$ cat config.mk
export PLATFORM = sky130hd
export DESIGN_NAME = scan_bus_bridge
export DESIGN_NICKNAME = d
export VERILOG_FILES = /design/src/rtl/scan_bus_bridge.sv
export SDC_FILE = /design/constraint.sdc
export NUM_CORES = 1
export LEC_CHECK = 0
export BUFFER_PORTS_ARGS = -buffer_cell sky130_fd_sc_hd__buf_2
export CORE_AREA = 2 2 125 157
export CTS_CLUSTER_DIAMETER = 200
export DETAILED_ROUTE_END_ITERATION = 8
export DIE_AREA = 0 0 127 159
export PLACE_DENSITY = 0.59
export SLEW_MARGIN = 25
export SYNTH_ARGS = -nofsm -noshare
export SYNTH_HDL_FRONTEND = slang
export SYNTH_SLANG_ARGS = --single-unit
$ cat constraint.sdc
create_clock -name clk -period 1.7 [get_ports clk]
set_input_delay 0.085 -clock clk [delete_from_list [all_inputs] [get_ports clk]]
set_output_delay 0.085 -clock clk [all_outputs]
set_load 0.05 [all_outputs]
$ cat src/rtl/scan_bus_bridge.sv
// Purpose: turns a scan_id toggle plus the quasi-static static_* shadow fields into one bus transaction.
// Latency: toggle edge to bus_req within SYNC_STAGES+3 clk; read ack to static_ready one clk.
// Backpressure: bus_req held until bus_ack or TIMEOUT_CYCLES expire; one extra toggle queues as pending, later ones drop.
// Ports: clk/rst_n; scan_id and static_wen/ren/addr/wdata in; static_rdata/static_ready out;
//        bus_req/bus_we/bus_addr/bus_wdata out, bus_ack/bus_rdata in.
// Option: define SCAN_BRIDGE_STATUS_EN to add bridge_status[7:0] (sticky timeout/illegal/overflow,
//         completed-transaction count) and a bridge-local clear register at 0x00700.
module scan_bus_bridge #(
  parameter int                ADDR_W         = 20,
  parameter int                DATA_W         = 32,
  parameter int                SYNC_STAGES    = 2,
  parameter int                TIMEOUT_CYCLES = 12,
  parameter logic [DATA_W-1:0] TIMEOUT_DATA   = 32'hDEAD_BEEF
) (
  input  logic              clk,
  input  logic              rst_n,
  input  logic              scan_id,
  input  logic              static_wen,
  input  logic              static_ren,
  input  logic [ADDR_W-1:0] static_addr,
  input  logic [DATA_W-1:0] static_wdata,
  output logic [DATA_W-1:0] static_rdata,
  output logic              static_ready,
  output logic              bus_req,
  output logic              bus_we,
  output logic [ADDR_W-1:0] bus_addr,
  output logic [DATA_W-1:0] bus_wdata,
  input  logic              bus_ack,
  input  logic [DATA_W-1:0] bus_rdata
`ifdef SCAN_BRIDGE_STATUS_EN
  ,
  output logic [7:0]        bridge_status
`endif
);

  typedef enum logic [1:0] {IDLE, DECODE, REQ} state_e;

  state_e              state_q, state_d;
  logic [SYNC_STAGES-1:0] sync_q;
  logic                last_q;
  logic                toggle;
  logic                consume;
  logic                pending_q, pending_d;
  logic                wen_q, wen_d, ren_q, ren_d;
  logic [ADDR_W-1:0]   addr_q, addr_d;
  logic [DATA_W-1:0]   wdata_q, wdata_d;
  logic [7:0]          cnt_q, cnt_d;
  logic                req_q, req_d, we_q, we_d;
  logic [ADDR_W-1:0]   bus_addr_q, bus_addr_d;
  logic [DATA_W-1:0]   bus_wdata_q, bus_wdata_d;
  logic [DATA_W-1:0]   rdata_q, rdata_d;
  logic                ready_q, ready_d;

  // scan_id is fully asynchronous; either edge is one event once it leaves the synchronizer.
  always_ff @(posedge clk or negedge rst_n) begin
    if (!rst_n) begin
      sync_q <= '0;
      last_q <= 1'b0;
    end else begin
      sync_q <= {sync_q[SYNC_STAGES-2:0], scan_id};
      last_q <= sync_q[SYNC_STAGES-1];
    end
  end

  assign toggle = sync_q[SYNC_STAGES-1] ^ last_q;

`ifdef SCAN_BRIDGE_STATUS_EN
  localparam logic [ADDR_W-1:0] STATUS_ADDR = ADDR_W'(20'h00700);
  // A clearing write to the status address is absorbed here and never reaches the bus.
  assign consume = wen_q && !ren_q && (addr_q == STATUS_ADDR) && wdata_q[0];
`else
  assign consume = 1'b0;
`endif

  always_comb begin
    state_d     = state_q;
    pending_d   = pending_q;
    wen_d       = wen_q;
    ren_d       = ren_q;
    addr_d      = addr_q;
    wdata_d     = wdata_q;
    cnt_d       = cnt_q;
    req_d       = req_q;
    we_d        = we_q;
    bus_addr_d  = bus_addr_q;
    bus_wdata_d = bus_wdata_q;
    rdata_d     = rdata_q;
    ready_d     = ready_q;

    // One-deep queue for toggles that arrive while a transaction is in flight.
    if (toggle && (state_q != IDLE) && !pending_q)
      pending_d = 1'b1;

    case (state_q)
      IDLE: begin
        if (toggle || pending_q) begin
          // A fresh toggle landing on the cycle a pending one is serviced stays queued.
          pending_d = pending_q && toggle;
          wen_d     = static_wen;
          ren_d     = static_ren;
          addr_d    = static_addr;
          wdata_d   = static_wdata;
          state_d   = DECODE;
        end
      end
      DECODE: begin
        state_d = IDLE;
        if ((wen_q ^ ren_q) && !consume) begin
          state_d     = REQ;
          req_d       = 1'b1;
          we_d        = wen_q;
          bus_addr_d  = addr_q;
          bus_wdata_d = wdata_q;
          cnt_d       = 8'(TIMEOUT_CYCLES);
          if (ren_q)
            ready_d = 1'b0;
        end
      end
      REQ: begin
        if (bus_ack) begin
          req_d   = 1'b0;
          state_d = IDLE;
          if (!we_q) begin
            rdata_d = bus_rdata;
            ready_d = 1'b1;
          end
        end else if (cnt_q == 8'd1) begin
          // Last allowed cycle without an ack: abandon and report the timeout pattern.
          req_d   = 1'b0;
          rdata_d = TIMEOUT_DATA;
          ready_d = 1'b1;
          state_d = IDLE;
        end else begin
          cnt_d = cnt_q - 8'd1;
        end
      end
      default: state_d = IDLE;
    endcase
  end

  always_ff @(posedge clk or negedge rst_n) begin
    if (!rst_n) begin
      state_q     <= IDLE;
      pending_q   <= 1'b0;
      wen_q       <= 1'b0;
      ren_q       <= 1'b0;
      addr_q      <= '0;
      wdata_q     <= '0;
      cnt_q       <= '0;
      req_q       <= 1'b0;
      we_q        <= 1'b0;
      bus_addr_q  <= '0;
      bus_wdata_q <= '0;
      rdata_q     <= '0;
      ready_q     <= 1'b0;
    end else begin
      state_q     <= state_d;
      pending_q   <= pending_d;
      wen_q       <= wen_d;
      ren_q       <= ren_d;
      addr_q      <= addr_d;
      wdata_q     <= wdata_d;
      cnt_q       <= cnt_d;
      req_q       <= req_d;
      we_q        <= we_d;
      bus_addr_q  <= bus_addr_d;
      bus_wdata_q <= bus_wdata_d;
      rdata_q     <= rdata_d;
      ready_q     <= ready_d;
    end
  end

  assign bus_req      = req_q;
  assign bus_we       = we_q;
  assign bus_addr     = bus_addr_q;
  assign bus_wdata    = bus_wdata_q;
  assign static_rdata = rdata_q;
  assign static_ready = ready_q;

`ifdef SCAN_BRIDGE_STATUS_EN
  logic [2:0] sticky_q;
  logic [4:0] done_cnt_q;
  logic       ev_timeout, ev_illegal, ev_overflow, ev_done, ev_clear;

  assign ev_timeout  = (state_q == REQ) && !bus_ack && (cnt_q == 8'd1);
  assign ev_done     = (state_q == REQ) && bus_ack;
  assign ev_illegal  = (state_q == DECODE) && wen_q && ren_q;
  assign ev_clear    = (state_q == DECODE) && consume;
  assign ev_overflow = toggle && (state_q != IDLE) && pending_q;

  always_ff @(posedge clk or negedge rst_n) begin
    if (!rst_n) begin
      sticky_q   <= '0;
      done_cnt_q <= '0;
    end else begin
      sticky_q <= (ev_clear ? 3'b000 : sticky_q) | {ev_overflow, ev_illegal, ev_timeout};
      if (ev_done)
        done_cnt_q <= done_cnt_q + 5'd1;
    end
  end

  assign bridge_status = {done_cnt_q, sticky_q};
`endif

endmodule

## Yosys cells after proc, flatten, opt, wreduce, memory -nomap -nowiden

Index checks and enable logic that the tools add are counted.

- Bits in registers: 155
- Bits of input ports: 90
- Output and inout port bits: 87
- Word-level logic and storage cells: 70

- $add $sub $neg: 1
- Equality and inequality tests: 11
- Mux-type cells: 25
- Bitwise logic cells: 2
- Reductions and logical operators: 16

Operator list:

| cell | count |
|---|---|
| 2-to-1 mux 32 bit | 3 |
| 2-to-1 mux 8 bit | 3 |
| one-hot mux 8 bit (2 select lines) | 1 |
| inequality test 2 bit (second input constant) | 6 |
| 2-to-1 mux 1 bit | 11 |
| == test 8 x 1 -> 1 bit (second input constant) | 1 |
| 2-to-1 mux 2 bit | 4 |
| subtractor 8 x 1 -> 8 bit (second input constant) | 1 |
| inequality test 3 bit (second input constant) | 2 |
| one-hot mux 2 bit (3 select lines) | 1 |
| AND reduction 2 bit | 3 |
| AND reduction 3 bit | 2 |
| nonzero test 2 bit | 3 |
| AND reduction 5 bit | 1 |
| one-hot mux 1 bit (2 select lines) | 2 |
| AND reduction 4 bit | 1 |
| logical AND 1 bit | 3 |
| == test 2 x 1 -> 1 bit (second input constant) | 1 |
| == test 2 bit (second input constant) | 1 |
| zero test 2 bit | 1 |
| XOR 1 bit | 2 |
| zero test 1 bit | 1 |
| logical OR 1 bit | 1 |

## Logic depth before layout (Yosys ltp)

Gate-level depths: netlist of the first run.

- Depth after elaboration: 6
- Depth in mapped cells: 8
- Mapped depth without buffers: 6

## Worst setup path before layout of the first run

No wires, ideal clock.

- Kind: register to register
- Start: register cnt_q[0]
- End: register cnt_q[4]
- Library setup time: 126 ps
- Arrival time: 1594 ps
- Required time: 1574 ps
- Path slack: -20 ps
- Cell stages (with the launch flop): 6
- Buffers on the path: 0
- Clock period less this slack: 1720 ps
- Path through: dfrtp_1 -> ha_1 -> nor3b_1 -> a2111oi_1 -> nand2_1 -> mux2i_1

- Cells in the longest elaborated chain, start to end: 4
- Elaborated cells between the ends (all ways): 7
- Those cells by class: add/sub (1); eq/ne (2); mux (3); reduce/logical (1)

Ends and longest elaborated chain:

| what | line | text |
|---|---|---|
| start: declaration | 47 | `logic [7:0] cnt_q, cnt_d;` |
| start signal: assignment | 163 | `cnt_q <= cnt_d;` |
| subtractor 8 x 1 -> 8 bit | 134 | `cnt_d = cnt_q - 8'd1;` |
| 2-to-1 mux 8 bit | 127 | `end else if (cnt_q == 8'd1) begin` |
| 2-to-1 mux 8 bit | 120 | `if (bus_ack) begin` |
| one-hot mux 8 bit (2 select lines) | 94 | `case (state_q)` |

Parallel ways exist; a longest one is shown, timed or not. The select of a mux whose other input is x is not followed.
A chain may end at the register's enable or synchronous reset.

## Final worst setup path of the first run

- Start: register last_q
- End: register addr_q[2]

- Cells in the longest elaborated chain, start to end: 3

Ends and longest elaborated chain:

| what | line | text |
|---|---|---|
| start: declaration | 40 | `logic last_q;` |
| start signal: assignment | 61 | `last_q <= sync_q[SYNC_STAGES-1];` |
| XOR 1 bit | 65 | `assign toggle = sync_q[SYNC_STAGES-1] ^ last_q;` |
| logical OR 1 bit | 96 | `if (toggle \|\| pending_q) begin` |
| AND reduction 2 bit (no source line) | -- |  |
| end signal: assignment | 161 | `addr_q <= addr_d;` |
| end: declaration | 45 | `logic [ADDR_W-1:0] addr_q, addr_d;` |

Every way passes these cells.

==> metrics.yaml, run 1 <==
wl_met2_um: 7690
core_area_um2: 18600
instances_no_fill: 1078
setup_viol: 0
async_reset_ff_share_pct: 100
hp-class: "input port to flop"
synth-simple-area-share_pct: 15.7
die_area_um2: 20200
port_buffers: 176
routed_wl_um: 15700
synth-compound-area-share_pct: 2.81
cts_tree: "yes"
criticalPathCategory: "flop to flop"
synth_fa_ha_area_share_pct: 0.388
layout-drive-gt1-share_pct: 35.5
met1Wirelength_um: 6870
die_w_um: 127
fin_worst_skew_ns: 0.00792
clockPowerShare_pct: 17.7
cts_max_level: 4
p_sw_share_pct: 45.1
muxShareOfSynthArea_pct: 14.5
avgSynthCellArea_um2: 11.6
dp_cells: 954
synth.most_common_cell: "nand2_1"
clkSlewWorstSetupHoldPaths_ns: 0.06
yosys.area.top_type: "dfrtp_1"
slowest_delay_ns: 0.40
period_needed_ns: 1.68
syn-num-nets: 648
synth_cell_types: 32
grt_pass1_wl_um: 25300
tightest_slew_ns: 0.467
overflow: 0
postSynthCellCount: 556
io_pins: 177
yosysWarnings: 0
crit_family: "simple AND/OR/NAND/NOR gates"
critPathCaptureType: "flop"
total_power_mw: 19.6
vias: 4849
switching_power_mw: 8.84
row_count: 56
drtIter0Drc: 262
die_h_um: 159
worst_slack_ns: 0.0240
ys_ff_latch: 155
netlist.area_leader.share_pct: 60.1
path_buf_inv: 1
drcViolationCount: 0
clock_sinks: 155
p_comb_share_pct: 49.3
path_cells: "xor2_2 -> nor2_2 -> or3_4 -> buf_12 -> mux2_4"
seqPwrFrac_pct: 33.0
cp.required_ns: 2.00
synth_top_family_by_area: "simple AND/OR/NAND/NOR gates"
p_leak_nw: 4.79
ant_nets: 0
gp_congestion: 0.715
p_int_mw: 10.8
status: "complete, no violations"
fin_crit_sh_pct: 98.6
dpl.hpwl_um: 9720
final_util_pct: 49.4
cts_root_buf: "clkbuf_16"
whs_ns: 0.156
start_kind: "flop"
drt_first_pass_iters: 4
wl_met3_um: 782
synth-xor-area-share_pct: 0.543
grt_max_degree: 54
clockBufferDepth: 2
area_growth_pct: 42.6
cp_data_arrival_time_ns: 1.98
final_nets: 925
yosysSeqAreaShare_pct: 60.1
synth_enable_flop_cells: 0
cts_buffers: 17
synth_ff_type: "dfrtp_1"
n_antenna_cell: 0
grt_usage_pct: 15.6
initial_utilization_pct: 34.6
ir_drop_uv: 1220
synth_commonest_cells: "nand2_1, dfrtp_1, mux2_4"
relSlewSlack_pct: 68.9
synth_area_um2: 6450
critPathMaxFanout: 25
synth_area_leaders: "dfrtp_1, mux2_4, nand2_1"
routedWlPerCell_um: 14.5
powerDensity_nw_per_um2: 2130
nFillCells: 1656
viasPerCell: 4.50
drv_cap: 0
slowest_stage: "dfrtp_1"
insertion_delay_ns: 0.42
grt_setup_unrepaired: "true"
drv_slew: 0
grt_pass1_vias: 4992
finalHoldViolCount: 0
clock.fmax_ghz: 0.597
antenna_found_initial: 0
routed.top_layer: "met4"
dp_slack_ns: -0.0645
## layer usage
| layer | vias up | GRT usage (%) |
|---|---|---|
| li1 | 2353 | - |
| met1 | 2337 | 19.5 |
| met2 | 138 | 25.9 |
| met3 | 21 | 4.10 |
| met4 | 0 | 5.74 |
| met5 | - | 0 |
## path summary, 6_finish.rpt
check	startpoint	to	slack [ns]	depth (start not counted)
worst max-delay path	last_q	addr_q[2]	0.02	5
worst min-delay path	bus_ack	static_rdata[6]	0.16	3
worst max register to register	last_q	addr_q[2]	0.02	5
worst min register to register	sync_q[0]	sync_q[1]	0.42	0
max in group asynchronous	rst_n	bus_addr[17]	0.92	3
min in group asynchronous	rst_n	wdata_q[9]	0.17	2
## power groups by stage
stage          Clock, mW  Sequential (mW)  Combinational [mW]
2_1_floorplan          0             9.71                3.89
3_3_place_gp           0             6.45                9.23
3_5_place_dp           0             6.48                9.37
4_1_cts             3.60             6.46                9.52
5_1_grt             3.75             6.68                10.4
6_report            3.47             6.47                9.66
## registers in the layout, summed over array words and instances, names as in the netlist, 2 cells and up
signal	flops
addr_q	20
bus_addr	20
bus_wdata	32
cnt_q	8
state_q	2
static_rdata	32
sync_q	2
wdata_q	32
## layout by cell type, fill, tap and decap left out, drive strengths merged, types with 10 or more instances in the layout
cell and count:
nor2 10, nand2 175, buf 202, dlygate4sd3 88, clkbuf 19, mux2 54
mux2i 14, a21oi 25, nor4b 25, inv 42, dfrtp 155
## metrics by stage
| stage | TNS, ns | area [um2] |
|---|---|---|
| 2_1_floorplan | -0.0379 | 6450 |
| 3_3_place_gp | 0 | 7670 |
| 3_5_place_dp | -1.18 | 7670 |
| 4_1_cts | 0 | 9100 |
| 5_1_grt | -0.536 | 9200 |
| 6_report | 0 | 9200 |
## cells by family after synthesis
group / Yosys count
compound gates: 33
mux: 68
simple gates: 224
flops: 155
xor+xnor: 4
fa+ha+maj: 2
buf+inv: 70
## area by class of cell
type	instances	area (um2)	area share, %
inverters	37	139	1.51
clock buffers	18	429	4.66
clock inverters	14	113	1.22
multi-input cells	331	2250	24.5
flip-flops and latches	155	3880	42.2
repair buffers	291	2100	22.8
well taps	232	290	3.16
## worst min-delay path, delay by kind of cell
kind | cells | cell delay [ns]
buffers and inverters | 1 | 0.17
AND/OR/NAND/NOR | 1 | 0.16
AO/OA/AOI/OAI | 1 | 0.10
## what timing repair did
| action | CTS | global route |
|---|---|---|
| cloned | 0 | 2 |
| buffers inserted | 0 | 2 |
| hold endpoints to repair | 164 | 0 |
| pin swaps | 0 | 1 |
| hold buffers | 88 | 0 |
| setup endpoints to repair | 37 | 92 |
| gates resized for setup | 1 | 10 |
Power figures use the tool's default switching activity.
==> inputs of run 2 (changes only) <==
--- a/config.mk
+++ b/config.mk
@@ -10,7 +10,6 @@
 export CTS_CLUSTER_DIAMETER = 200
 export DETAILED_ROUTE_END_ITERATION = 8
 export DIE_AREA = 0 0 127 159
-export PLACE_DENSITY = 0.59
 export SLEW_MARGIN = 25
 export SYNTH_ARGS = -nofsm -noshare
 export SYNTH_HDL_FRONTEND = slang
==> run 2 against run 1 <==
Core utilization rose by 0.34 points. Critical endpoint is now wdata_q[27]. Critical path type unchanged. Clock power rose by 2%. Worst hold slack got worse by 0.0051 ns. Final cell count barely moved.
==> metrics.yaml, run 2 (same netlist as run 1, synthesis figures left out) <==
status: "complete, no violations"
critPathMaxFanout: 25  # unchanged
switching_power_mw: 8.78  # -0.68%
ant_nets: 0  # unchanged
initial_utilization_pct: 34.6  # unchanged
final_util_pct: 49.7  # +0.34 points
period_needed_ns: 1.69  # +0.0100 ns
relSlewSlack_pct: 71.1  # +2.2 points
n_antenna_cell: 0  # unchanged
antenna_found_initial: 0  # unchanged
grt_usage_pct: 15.9  # +0.28 points
fin_worst_skew_ns: 0.00917  # +0.00125 ns
p_leak_nw: 4.82  # +0.70%
gp_congestion: 0.740  # +3.5%
grt_max_degree: 48  # -11%
dpl.hpwl_um: 9690  # -0.38%
p_comb_share_pct: 49.3  # about the same
drtIter0Drc: 203  # -23%
seqPwrFrac_pct: 32.7  # -0.3 points
port_buffers: 176  # unchanged
overflow: 0  # unchanged
criticalPathCategory: "flop to flop"
start_kind: "flop"
core_area_um2: 18600  # unchanged
drv_slew: 0  # unchanged
row_count: 56  # unchanged
io_pins: 177  # unchanged
cp_data_arrival_time_ns: 1.99  # about the same
cp.required_ns: 2.00  # about the same
grt_setup_unrepaired: "true"
clock.fmax_ghz: 0.593  # -0.60%
finalHoldViolCount: 0  # unchanged
routedWlPerCell_um: 14.7  # +1.2%
clock_sinks: 155  # unchanged
hp-class: "input port to asynchronous set/reset pin"
tightest_slew_ns: 0.434  # -0.0332 ns
area_growth_pct: 43.6
fin_crit_sh_pct: 99.2  # +0.59 points
viasPerCell: 4.50  # about the same
final_nets: 924  # -0.11%
vias: 4847  # -0.041%
p_int_mw: 10.8  # +0.47%
die_area_um2: 20200  # unchanged
p_sw_share_pct: 44.8  # -0.28 points
powerDensity_nw_per_um2: 2110  # -0.74%
clockPowerShare_pct: 18.0  # +0.3 points
routed_wl_um: 15800  # +1.1%
critPathCaptureType: "flop"
drt_first_pass_iters: 4  # unchanged
insertion_delay_ns: 0.42  # about the same
ir_drop_uv: 1080  # -12%
cts_max_level: 4  # unchanged
cts_tree: "yes"
cts_buffers: 17  # unchanged
clkSlewWorstSetupHoldPaths_ns: 0.07  # about the same
setup_viol: 0  # unchanged
grt_pass1_wl_um: 25600  # +1.3%
clockBufferDepth: 2  # unchanged
die_w_um: 127  # unchanged
cts_root_buf: "clkbuf_16"
drcViolationCount: 0  # unchanged
grt_pass1_vias: 5058  # +1.3%
mostFrequentLayoutCells: "nand2_1, buf_2, dfrtp_1"
die_h_um: 159  # unchanged
finalSetupTns_ns: 0  # unchanged
drv_cap: 0  # unchanged
layout-drive-gt1-share_pct: 35.3  # -0.19 points
==> run 2: critical path: stages, from the launching register on <==
cell	delay, ns
dfrtp_1	0.40
xor2_2	0.20
nor2_2	0.05
or3_4	0.39
buf_12	0.21
mux2_4	0.31
==> run 2: through the flow <==
step                hold WS (ns)  setup WS, ns  power (mW)  cells  cell area, um2
floorplan                 -0.211       -0.0196        13.6    556            6450
global placement          0.0432        0.0417        15.7    952            7670
detailed placement        0.0477       -0.0323        15.8    952            7670
CTS                        0.125        0.0262        19.6   1072            9100
global route               0.179       -0.0779        20.8   1077            9260
finish                     0.151        0.0139        19.6   1077            9260
==> run 2: layer usage <==
metal  wire [um]  vias up  track usage (%)
met2        7870      139             26.4
li1            -     2356                -
met3         689       25             3.33
met1        6890     2327             19.8
met4         380        0             7.04
met5           0        -                0
==> run 2: final timing paths <==
| path | to | slack [ns] | from | depth (start not counted) |
|---|---|---|---|---|
| max in group asynchronous | bus_addr[0] | 0.92 | rst_n | 3 |
| min reg2reg | sync_q[1] | 0.35 | sync_q[0] | 0 |
| max | wdata_q[27] | 0.01 | last_q | 5 |
| min in group clk | bus_req | 0.16 | bus_ack | 3 |
| max reg2reg | wdata_q[27] | 0.01 | last_q | 5 |
| min | bus_wdata[3] | 0.15 | rst_n | 2 |
==> run 2: what timing repair did <==
action / CTS / global route
cloned: 0 / 4
resized for setup: 1 / 11
pin swaps: 0 / 1
hold buffers: 88 / 0
buffers inserted: 0 / 1
endpoints found under the setup margin: 19 / 59
endpoints found under the hold margin: 195 / 0
==> run 2: cell type report <==
type	instances	area, um2
Fill cell	1675	9370
Sequential cell	155	3880
Multi-Input combinational cell	331	2260
Timing Repair Buffer	290	2150
Clock buffer	20	457
Tap cell	232	290
Inverter	37	139
Clock inverter	12	90.1
==> run 2: power by group through the flow <==
stage / Clock, mW / Combinational (mW) / Sequential [mW]
6_report: 3.53 / 9.65 / 6.41
5_1_grt: 3.80 / 10.4 / 6.62
4_1_cts: 3.66 / 9.55 / 6.40
3_5_place_dp: 0 / 9.37 / 6.43
3_3_place_gp: 0 / 9.26 / 6.42
2_1_floorplan: 0 / 3.89 / 9.71
